<file path="src/rtl/data_mem_ctrl_pkg.sv">
// Shared definitions for the load/store controller: funct3 codes, FSM states
// and access-legality helpers.
package lsu_pkg;

    localparam logic [2:0] F3_B  = 3'd0;
    localparam logic [2:0] F3_H  = 3'd1;
    localparam logic [2:0] F3_W  = 3'd2;
    localparam logic [2:0] F3_BU = 3'd4;
    localparam logic [2:0] F3_HU = 3'd5;

    typedef enum logic [1:0] {
        ST_IDLE   = 2'd0,
        ST_RMW_RD = 2'd1,
        ST_RMW_WR = 2'd2,
        ST_RESP   = 2'd3
    } lsu_state_t;

    function automatic logic is_aligned(input logic [2:0] funct3, input logic [1:0] addr_lo);
        logic ok;
        case (funct3)
            F3_H, F3_HU: ok = ~addr_lo[0];
            F3_W:        ok = (addr_lo == 2'b00);
            default:     ok = 1'b1;
        endcase
        return ok;
    endfunction

    // Stores have no unsigned variants, so BU/HU are illegal with we=1.
    function automatic logic is_legal_f3(input logic we, input logic [2:0] funct3);
        logic ok;
        case (funct3)
            F3_B, F3_H, F3_W: ok = 1'b1;
            F3_BU, F3_HU:     ok = ~we;
            default:          ok = 1'b0;
        endcase
        return ok;
    endfunction

endpackage

</file>
<file path="src/rtl/data_mem_ctrl_if.sv">
// Core request/response and word-RAM signals of the load/store controller.
interface data_mem_ctrl_if #(parameter int ADDR_W = 32);

    logic              req_valid;
    logic              req_ready;
    logic              req_we;
    logic [2:0]        req_funct3;
    logic [ADDR_W-1:0] req_addr;
    logic [31:0]       req_wdata;
    logic              rsp_valid;
    logic [31:0]       rsp_rdata;
    logic              rsp_err;
    logic              ram_we;
    logic [ADDR_W-1:0] ram_addr;
    logic [31:0]       ram_wdata;
    logic [31:0]       ram_rdata;

    // Controller side.
    modport slave (
        input  req_valid, req_we, req_funct3, req_addr, req_wdata, ram_rdata,
        output req_ready, rsp_valid, rsp_rdata, rsp_err, ram_we, ram_addr, ram_wdata
    );

    // Core plus RAM side.
    modport master (
        output req_valid, req_we, req_funct3, req_addr, req_wdata, ram_rdata,
        input  req_ready, rsp_valid, rsp_rdata, rsp_err, ram_we, ram_addr, ram_wdata
    );

endinterface

</file>
<file path="src/rtl/data_mem_ctrl_align.sv">
// Combinational lane logic: load extract with sign/zero extension and
// sub-word store merge into an old RAM word.
module lsu_align
    import lsu_pkg::*;
(
    input  logic [31:0] i_ld_word,
    input  logic [2:0]  i_ld_funct3,
    input  logic [1:0]  i_ld_addr_lo,
    output logic [31:0] o_ld_data,
    input  logic [31:0] i_st_old,
    input  logic [15:0] i_st_data,
    input  logic [2:0]  i_st_funct3,
    input  logic [1:0]  i_st_addr_lo,
    output logic [31:0] o_st_word
);

    logic [31:0] w_ld_shift;
    logic [3:0]  w_st_be;
    logic [31:0] w_st_rep;

    assign w_ld_shift = i_ld_word >> {i_ld_addr_lo, 3'b000};

    always_comb begin
        case (i_ld_funct3)
            F3_B:    o_ld_data = {{24{w_ld_shift[7]}}, w_ld_shift[7:0]};
            F3_BU:   o_ld_data = {24'd0, w_ld_shift[7:0]};
            F3_H:    o_ld_data = {{16{w_ld_shift[15]}}, w_ld_shift[15:0]};
            F3_HU:   o_ld_data = {16'd0, w_ld_shift[15:0]};
            default: o_ld_data = w_ld_shift;
        endcase
    end

    // Replicate the new data across all lanes, then let the byte enables pick.
    always_comb begin
        case (i_st_funct3)
            F3_B: begin
                w_st_be  = 4'b0001 << i_st_addr_lo;
                w_st_rep = {4{i_st_data[7:0]}};
            end
            F3_H: begin
                w_st_be  = 4'b0011 << i_st_addr_lo;
                w_st_rep = {2{i_st_data}};
            end
            default: begin
                w_st_be  = 4'b0000;
                w_st_rep = {2{i_st_data}};
            end
        endcase
        o_st_word = i_st_old;
        for (int b = 0; b < 4; b++) begin
            if (w_st_be[b]) o_st_word[8*b +: 8] = w_st_rep[8*b +: 8];
        end
    end

endmodule

</file>
<file path="src/rtl/data_mem_ctrl.sv">
// RV32I load/store controller in front of a word-wide asynchronous-read RAM;
// sub-word stores are done as read-modify-write.
module data_mem_ctrl
    import lsu_pkg::*;
#(
    parameter int ADDR_W = 32
) (
    input  logic           clk,
    input  logic           reset,
    data_mem_ctrl_if.slave bus
);

    lsu_state_t        r_state;
    logic              r_ready;
    logic              r_rsp_valid;
    logic [31:0]       r_rsp_rdata;
    logic              r_rsp_err;
    logic [ADDR_W-1:0] r_addr;
    logic [15:0]       r_wdata;
    logic [2:0]        r_funct3;
    logic [31:0]       r_old;

    logic              w_accept;
    logic              w_legal;
    logic              w_sw;
    logic [31:0]       w_ld_data;
    logic [31:0]       w_st_word;

    assign w_accept = bus.req_valid & r_ready;
    assign w_legal  = is_legal_f3(bus.req_we, bus.req_funct3)
                    & is_aligned(bus.req_funct3, bus.req_addr[1:0]);
    assign w_sw     = w_accept & bus.req_we & w_legal & (bus.req_funct3 == F3_W);

    lsu_align u_align (
        .i_ld_word    (bus.ram_rdata),
        .i_ld_funct3  (bus.req_funct3),
        .i_ld_addr_lo (bus.req_addr[1:0]),
        .o_ld_data    (w_ld_data),
        .i_st_old     (r_old),
        .i_st_data    (r_wdata),
        .i_st_funct3  (r_funct3),
        .i_st_addr_lo (r_addr[1:0]),
        .o_st_word    (w_st_word)
    );

    // Reset gates the write strobe combinationally so an aborted RMW never lands.
    assign bus.ram_we    = reset & (w_sw | (r_state == ST_RMW_WR));
    assign bus.ram_addr  = (r_state == ST_IDLE) ? {bus.req_addr[ADDR_W-1:2], 2'b00}
                                                : {r_addr[ADDR_W-1:2], 2'b00};
    assign bus.ram_wdata = (r_state == ST_RMW_WR) ? w_st_word : bus.req_wdata;

    assign bus.req_ready = r_ready;
    assign bus.rsp_valid = r_rsp_valid;
    assign bus.rsp_rdata = r_rsp_rdata;
    assign bus.rsp_err   = r_rsp_err;

    always_ff @(posedge clk) begin
        if (!reset) begin
            r_state     <= ST_IDLE;
            r_ready     <= 1'b1;
            r_rsp_valid <= 1'b0;
            r_rsp_rdata <= 32'd0;
            r_rsp_err   <= 1'b0;
            r_addr      <= '0;
            r_wdata     <= 16'd0;
            r_funct3    <= 3'd0;
            r_old       <= 32'd0;
        end else begin
            case (r_state)
                ST_IDLE: begin
                    if (w_accept) begin
                        r_addr   <= bus.req_addr;
                        r_wdata  <= bus.req_wdata[15:0];
                        r_funct3 <= bus.req_funct3;
                        r_ready  <= 1'b0;
                        if (!w_legal) begin
                            r_rsp_valid <= 1'b1;
                            r_rsp_rdata <= 32'd0;
                            r_rsp_err   <= 1'b1;
                            r_state     <= ST_RESP;
                        end else if (!bus.req_we) begin
                            r_rsp_valid <= 1'b1;
                            r_rsp_rdata <= w_ld_data;
                            r_rsp_err   <= 1'b0;
                            r_state     <= ST_RESP;
                        end else if (bus.req_funct3 == F3_W) begin
                            r_rsp_valid <= 1'b1;
                            r_rsp_rdata <= 32'd0;
                            r_rsp_err   <= 1'b0;
                            r_state     <= ST_RESP;
                        end else begin
                            r_state <= ST_RMW_RD;
                        end
                    end
                end
                ST_RMW_RD: begin
                    r_old   <= bus.ram_rdata;
                    r_state <= ST_RMW_WR;
                end
                ST_RMW_WR: begin
                    r_rsp_valid <= 1'b1;
                    r_rsp_rdata <= 32'd0;
                    r_rsp_err   <= 1'b0;
                    r_state     <= ST_RESP;
                end
                default: begin
                    r_rsp_valid <= 1'b0;
                    r_ready     <= 1'b1;
                    r_state     <= ST_IDLE;
                end
            endcase
        end
    end

endmodule

</file>
<file path="src/flat_wrapper.sv">
// flat-port wrapper written by rule: the top's interface ports become plain ports
module data_mem_ctrl_flat import lsu_pkg::*;
#(
    parameter int ADDR_W = 32
)
  (clk, reset, bus_req_valid, bus_req_we, bus_req_funct3, bus_req_addr, bus_req_wdata, bus_ram_rdata, bus_req_ready, bus_rsp_valid, bus_rsp_rdata, bus_rsp_err, bus_ram_we, bus_ram_addr, bus_ram_wdata);
  data_mem_ctrl_if #(.ADDR_W(ADDR_W)) bus_i ();
  input  logic clk;
  input  logic reset;
  input wire logic [$bits(bus_i.req_valid)-1:0] bus_req_valid;
  input wire logic [$bits(bus_i.req_we)-1:0] bus_req_we;
  input wire logic [$bits(bus_i.req_funct3)-1:0] bus_req_funct3;
  input wire logic [$bits(bus_i.req_addr)-1:0] bus_req_addr;
  input wire logic [$bits(bus_i.req_wdata)-1:0] bus_req_wdata;
  input wire logic [$bits(bus_i.ram_rdata)-1:0] bus_ram_rdata;
  output wire logic [$bits(bus_i.req_ready)-1:0] bus_req_ready;
  output wire logic [$bits(bus_i.rsp_valid)-1:0] bus_rsp_valid;
  output wire logic [$bits(bus_i.rsp_rdata)-1:0] bus_rsp_rdata;
  output wire logic [$bits(bus_i.rsp_err)-1:0] bus_rsp_err;
  output wire logic [$bits(bus_i.ram_we)-1:0] bus_ram_we;
  output wire logic [$bits(bus_i.ram_addr)-1:0] bus_ram_addr;
  output wire logic [$bits(bus_i.ram_wdata)-1:0] bus_ram_wdata;
  assign bus_i.req_valid = bus_req_valid;
  assign bus_i.req_we = bus_req_we;
  assign bus_i.req_funct3 = bus_req_funct3;
  assign bus_i.req_addr = bus_req_addr;
  assign bus_i.req_wdata = bus_req_wdata;
  assign bus_i.ram_rdata = bus_ram_rdata;
  assign bus_req_ready = bus_i.req_ready;
  assign bus_rsp_valid = bus_i.rsp_valid;
  assign bus_rsp_rdata = bus_i.rsp_rdata;
  assign bus_rsp_err = bus_i.rsp_err;
  assign bus_ram_we = bus_i.ram_we;
  assign bus_ram_addr = bus_i.ram_addr;
  assign bus_ram_wdata = bus_i.ram_wdata;
  data_mem_ctrl #(.ADDR_W(ADDR_W)) u_core (.clk(clk), .reset(reset), .bus(bus_i));
endmodule
</file>
<file path="config.mk">
export PLATFORM = sky130hd
export DESIGN_NAME = data_mem_ctrl_flat
export DESIGN_NICKNAME = d
export VERILOG_FILES = /design/src/rtl/data_mem_ctrl_pkg.sv /design/src/rtl/data_mem_ctrl_if.sv /design/src/rtl/data_mem_ctrl_align.sv /design/src/rtl/data_mem_ctrl.sv /design/src/flat_wrapper.sv
export SDC_FILE = /design/constraint.sdc
export NUM_CORES = 1
export LEC_CHECK = 0
export BUFFER_PORTS_ARGS = -buffer_cell sky130_fd_sc_hd__buf_2
export CAP_MARGIN = 20
export CORE_UTILIZATION = 47
export CTS_BUF_LIST = sky130_fd_sc_hd__clkbuf_8
export DETAILED_ROUTE_END_ITERATION = 10
export PLACE_DENSITY = 0.78
export SYNTH_ARGS = -nofsm -noshare
export SYNTH_HDL_FRONTEND = slang
export SYNTH_SLANG_ARGS = --single-unit
</file>
<file path="constraint.sdc">
create_clock -name clk -period 2.1 [get_ports clk]
set_clock_uncertainty 0.15 [all_clocks]
set_input_delay 0.42 -clock clk [delete_from_list [all_inputs] [get_ports clk]]
set_output_delay 0.42 -clock clk [all_outputs]
set_load 0.02 [all_outputs]
</file>
==> metrics.log <==
[metrics] status: complete, but fails checks
[metrics] violated checks: negative setup slack
[metrics] GRT busiest layer: met2
[metrics] Crit path arrival time: about 1.9 ns
[metrics] initial antenna violation count: 2
[metrics] commonest cells after routing, fill and taps aside: 153 x buf_2, 114 x nand2_1, 112 x dfxtp_1, 78 x a21oi_1, 55 x nor2_1
[metrics] Total Routing Usage GR: 28.8%
[metrics] final count of negative-setup-slack endpoints: 65
[metrics] number of clock buffers inserted by TritonCTS: 17
[metrics] count of standard-cell rows: 41
[metrics] crit path capture type: primary output
[metrics] period utilization: 119%
[metrics] number of max-slew violations in the final report: 0
[metrics] Layout area overhead: 47.5%
[metrics] GR Layer Usage met1: 33.7%
[metrics] number of global-route vias before repair: 5803
[metrics] global-route wire length before repair: 29000 um
[metrics] worst-path cell with the longest stage delay: dfxtp_4
[metrics] number of nets with antenna violations after routing: 0
[metrics] Final Hold Slack: about 0.08 ns
[metrics] final-stage net count: 1034
[metrics] floorplan core area: 0.0126 mm2
[metrics] peak ir drop on the vdd network: about 850 uV
[metrics] Endpoint, Worst Hold: u_core.r_wdata[14]$_SDFFE_PN0P_
[metrics] proportion of register bits with asynchronous set or reset after synthesis: 0%
[metrics] setup slack of the most critical reg-to-reg path: -0.01 ns
[metrics] dpl hpwl: 12800 um
[metrics] part of the Yosys area used for sequential elements: 39.5%
[metrics] Clk pin slew, worst setup/hold paths: 0.07 ns
[metrics] count of vias placed by the detailed router: 6246
[metrics] die extent in y: 116 um
[metrics] Horiz. Die Dim: 116 um
[metrics] min Tclk post-route: 2.49 ns
[metrics] CTS Root Cell: clkbuf_8
[metrics] CP Launch Point: u_core.r_funct3[2]$_SDFFE_PN0P_
[metrics] depth of the most critical reg-to-reg path: 9
[metrics] CP Launch Type: register
[metrics] Clk Latency, worst-skew pair: 0.43 ns
[metrics] Mean Syn Cell Area: ~8.6 um2
[metrics] number of standard cells after synthesis: 706
[metrics] sum of overflow across all layers after global routing: 0
[metrics] final number of hold-violating endpoints: 0
[metrics] most common library cell in the layout ignoring fill and taps: buf_2
[metrics] required time of the worst setup path: 1.53 ns
[metrics] layout cells sized above 1: 43.1%
[metrics] CP max FO: 8
[metrics] path class of the lowest-slack min-delay path: input pin to register
[metrics] wire length per cell after detailed routing: 18.4 um
[metrics] RSZ-0062 raised after global routing: yes
[metrics] number of distinct library cell variants in the gate-level netlist after synthesis: slightly below 50
[metrics] worst hold path startpoint: bus_req_wdata[14]
[metrics] hold buffers post-CTS: 0
[metrics] sink count of the clock tree: 120
[metrics] end of the worst register-to-register path: u_core.bus.rsp_rdata[22]$_SDFFE_PN0P_
[metrics] number of max-cap violations: 0
[metrics] worst-case headroom to the max-slew limit: 62.9%
[metrics] largest net degree at the start of global routing: 76
[metrics] CTS H-tree lvls: 4
[metrics] ports placed on the boundary: a little over 200
[metrics] maximum operating frequency: ~400 MHz
[metrics] GPL Wtd Cong: 0.886
[metrics] count of yosys warnings during synthesis: 0
[metrics] detailed-route DRC error count: 0
[metrics] GR met3 Demand/Resource: about 7%
[metrics] crit path cell chain: nor3_4 > buf_12 > mux2i_2 > nand2_1 > a22o_1 > buf_6
[metrics] Post-synth top flop: dfxtp_1
[metrics] EDFF count, synth: 0
[metrics] CTS Buffer Depth: 2
[metrics] port buffer count: 200
[metrics] initial cell density of the core: between 40% and 50%
[metrics] Leak: 3.94 nW
[metrics] type of the setup path with the least slack: register to primary output
[metrics] CTS tree: done
[metrics] number of cells on the worst hold path: 3
[metrics] startpoint of the lowest-slack register-to-register path: u_core.r_state[1]$_SDFFE_PN0N_
[metrics] Die ar.: 0.0134 mm2
[metrics] post-synthesis register bit count: 120
[metrics] CP max stage delay: 0.38 ns
[metrics] first-iteration detailed-routing DRC count: just under 500
[metrics] worst setup margin: -0.389 ns
[metrics] detailed-routing iteration count for the pre-antenna-repair pass: 5
[metrics] total standard cell area after synthesis: 0.00607 mm2
[metrics] GRT met2 Usage: 48.6%
[metrics] WL final: 20500 um
[metrics] total chip power: 0.0116 W
[metrics] worst slew pin tran: 0.556 ns
[metrics] vias per cell: 5.60
[metrics] ratio of total power to cell area: ~1300 mW/mm2
-- how the worst max path moves through the flow --
stage                              endpoint  slack, ns  depth (start not counted)
final                     bus_ram_wdata[30]      -0.39                          6
after global routing      bus_ram_wdata[30]      -0.45                          6
after global placement    bus_ram_wdata[31]      -0.04                          5
after CTS                 bus_ram_wdata[24]      -0.35                          6
after floorplan           bus_ram_wdata[16]      0.006                          4
after detailed placement  bus_ram_wdata[31]      -0.04                          5
-- synthesized netlist by cell type, types with 2 or more instances --
| master | number | area (um2) |
|---|---|---|
| clkbuf_1 | 37 | 139 |
| mux2_2 | 48 | 541 |
| nand3_1 | 10 | 50.1 |
| nand3b_1 | 2 | 15.0 |
| dfxtp_1 | 120 | 2400 |
| buf_1 | 6 | 22.5 |
| and3b_1 | 3 | 26.3 |
| o211ai_1 | 8 | 60.1 |
| mux2i_1 | 63 | 631 |
| and3_1 | 2 | 12.5 |
| a21oi_1 | 83 | 415 |
| nor3_1 | 2 | 10.0 |
| buf_6 | 5 | 56.3 |
| o22ai_1 | 15 | 93.8 |
| a31oi_1 | 3 | 18.8 |
| a22o_1 | 9 | 78.8 |
| nor2b_1 | 3 | 18.8 |
| buf_4 | 5 | 37.5 |
| inv_1 | 24 | 90.1 |
| a32oi_1 | 2 | 17.5 |
| and2_1 | 16 | 100 |
| nor2_1 | 55 | 206 |
| ha_1 | 4 | 50.1 |
| o21ai_0 | 25 | 125 |
| nand2_1 | 115 | 432 |
| buf_2 | 3 | 15.0 |
| a221o_1 | 16 | 160 |
-- worst max-delay path, delay by kind of cell (launching register included) --
family / cells / cell delay, ns
and+or+nand+nor: 2 / 0.31
buffers and inverters: 2 / 0.31
AOI/OAI and AO/OA: 1 / 0.20
DFF: 1 / 0.38
muxes: 1 / 0.28
-- area by class of cell --
type	count	area, um2
well taps	172	215
fillers	967	3660
clock inverters	12	173
flip-flops and latches	120	2420
multi-input cells	507	3770
repair buffers	257	2000
clock buffers	20	275
diodes	3	7.51
inverters	24	95.1
-- what timing repair did --
action,CTS,global route
setup endpoints to repair,63,91
gates cloned,4,2
gates resized for setup,85,124
pin swaps,23,20
buffers inserted,9,4
-- registers in the layout (all words and copies together) (netlist names) --
register	cells
u_core.bus.rsp_rdata	32
u_core.r_old	32
u_core.r_state	2
u_core.r_funct3	3
u_core.bus.rsp_err	1
u_core.r_wdata	16
u_core.bus.rsp_valid	1
u_core.bus.req_ready	1
u_core.r_addr	32
-- through the flow --
step	instances	TNS, ns	setup slack, ns	utilization [%]	instance area [um2]
2_1_floorplan	707	0	0.00583	-	6120
3_3_place_gp	1062	-0.0414	-0.0414	59.3	7480
3_5_place_dp	1062	-0.0418	-0.0418	59.3	7480
4_1_cts	1107	-17.11	-0.347	66.7	8420
5_1_grt	1113	-21.72	-0.450	71.0	8950
6_report	1115	-16.08	-0.389	71.0	8960
-- metal layers --
metal / part of all wire, % / wire (um) / vias to the layer above
met4: 4.8 / 989 / 0
met1: 39 / 7990 / 2956
met2: 49 / 9990 / 303
li1: - / - / 2918
met3: 7.3 / 1500 / 69
met5: 0 / 0 / -
-- report_power, final --
part           switching (W)  internal [W]  leakage (nW)
sequential          0.000410       0.00272         0.982
combinational        0.00303       0.00308          2.74
clock               0.000943       0.00138         0.219
-- cell families (layout without fill, tap and decap cells) --
| family | after synthesis | count (layout) | synth area share (%) |
|---|---|---|---|
| other cells | 1 | 5 | 0.0617 |
| mux | 111 | 111 | 19.3 |
| compound gates | 172 | 172 | 18.1 |
| buf+inv | 80 | 313 | 5.93 |
| flops | 120 | 120 | 39.5 |
| fa+ha+maj | 4 | 4 | 0.824 |
| xor+xnor | 1 | 1 | 0.144 |
| simple gates | 217 | 217 | 16.1 |
Power figures use the tool's default switching activity.
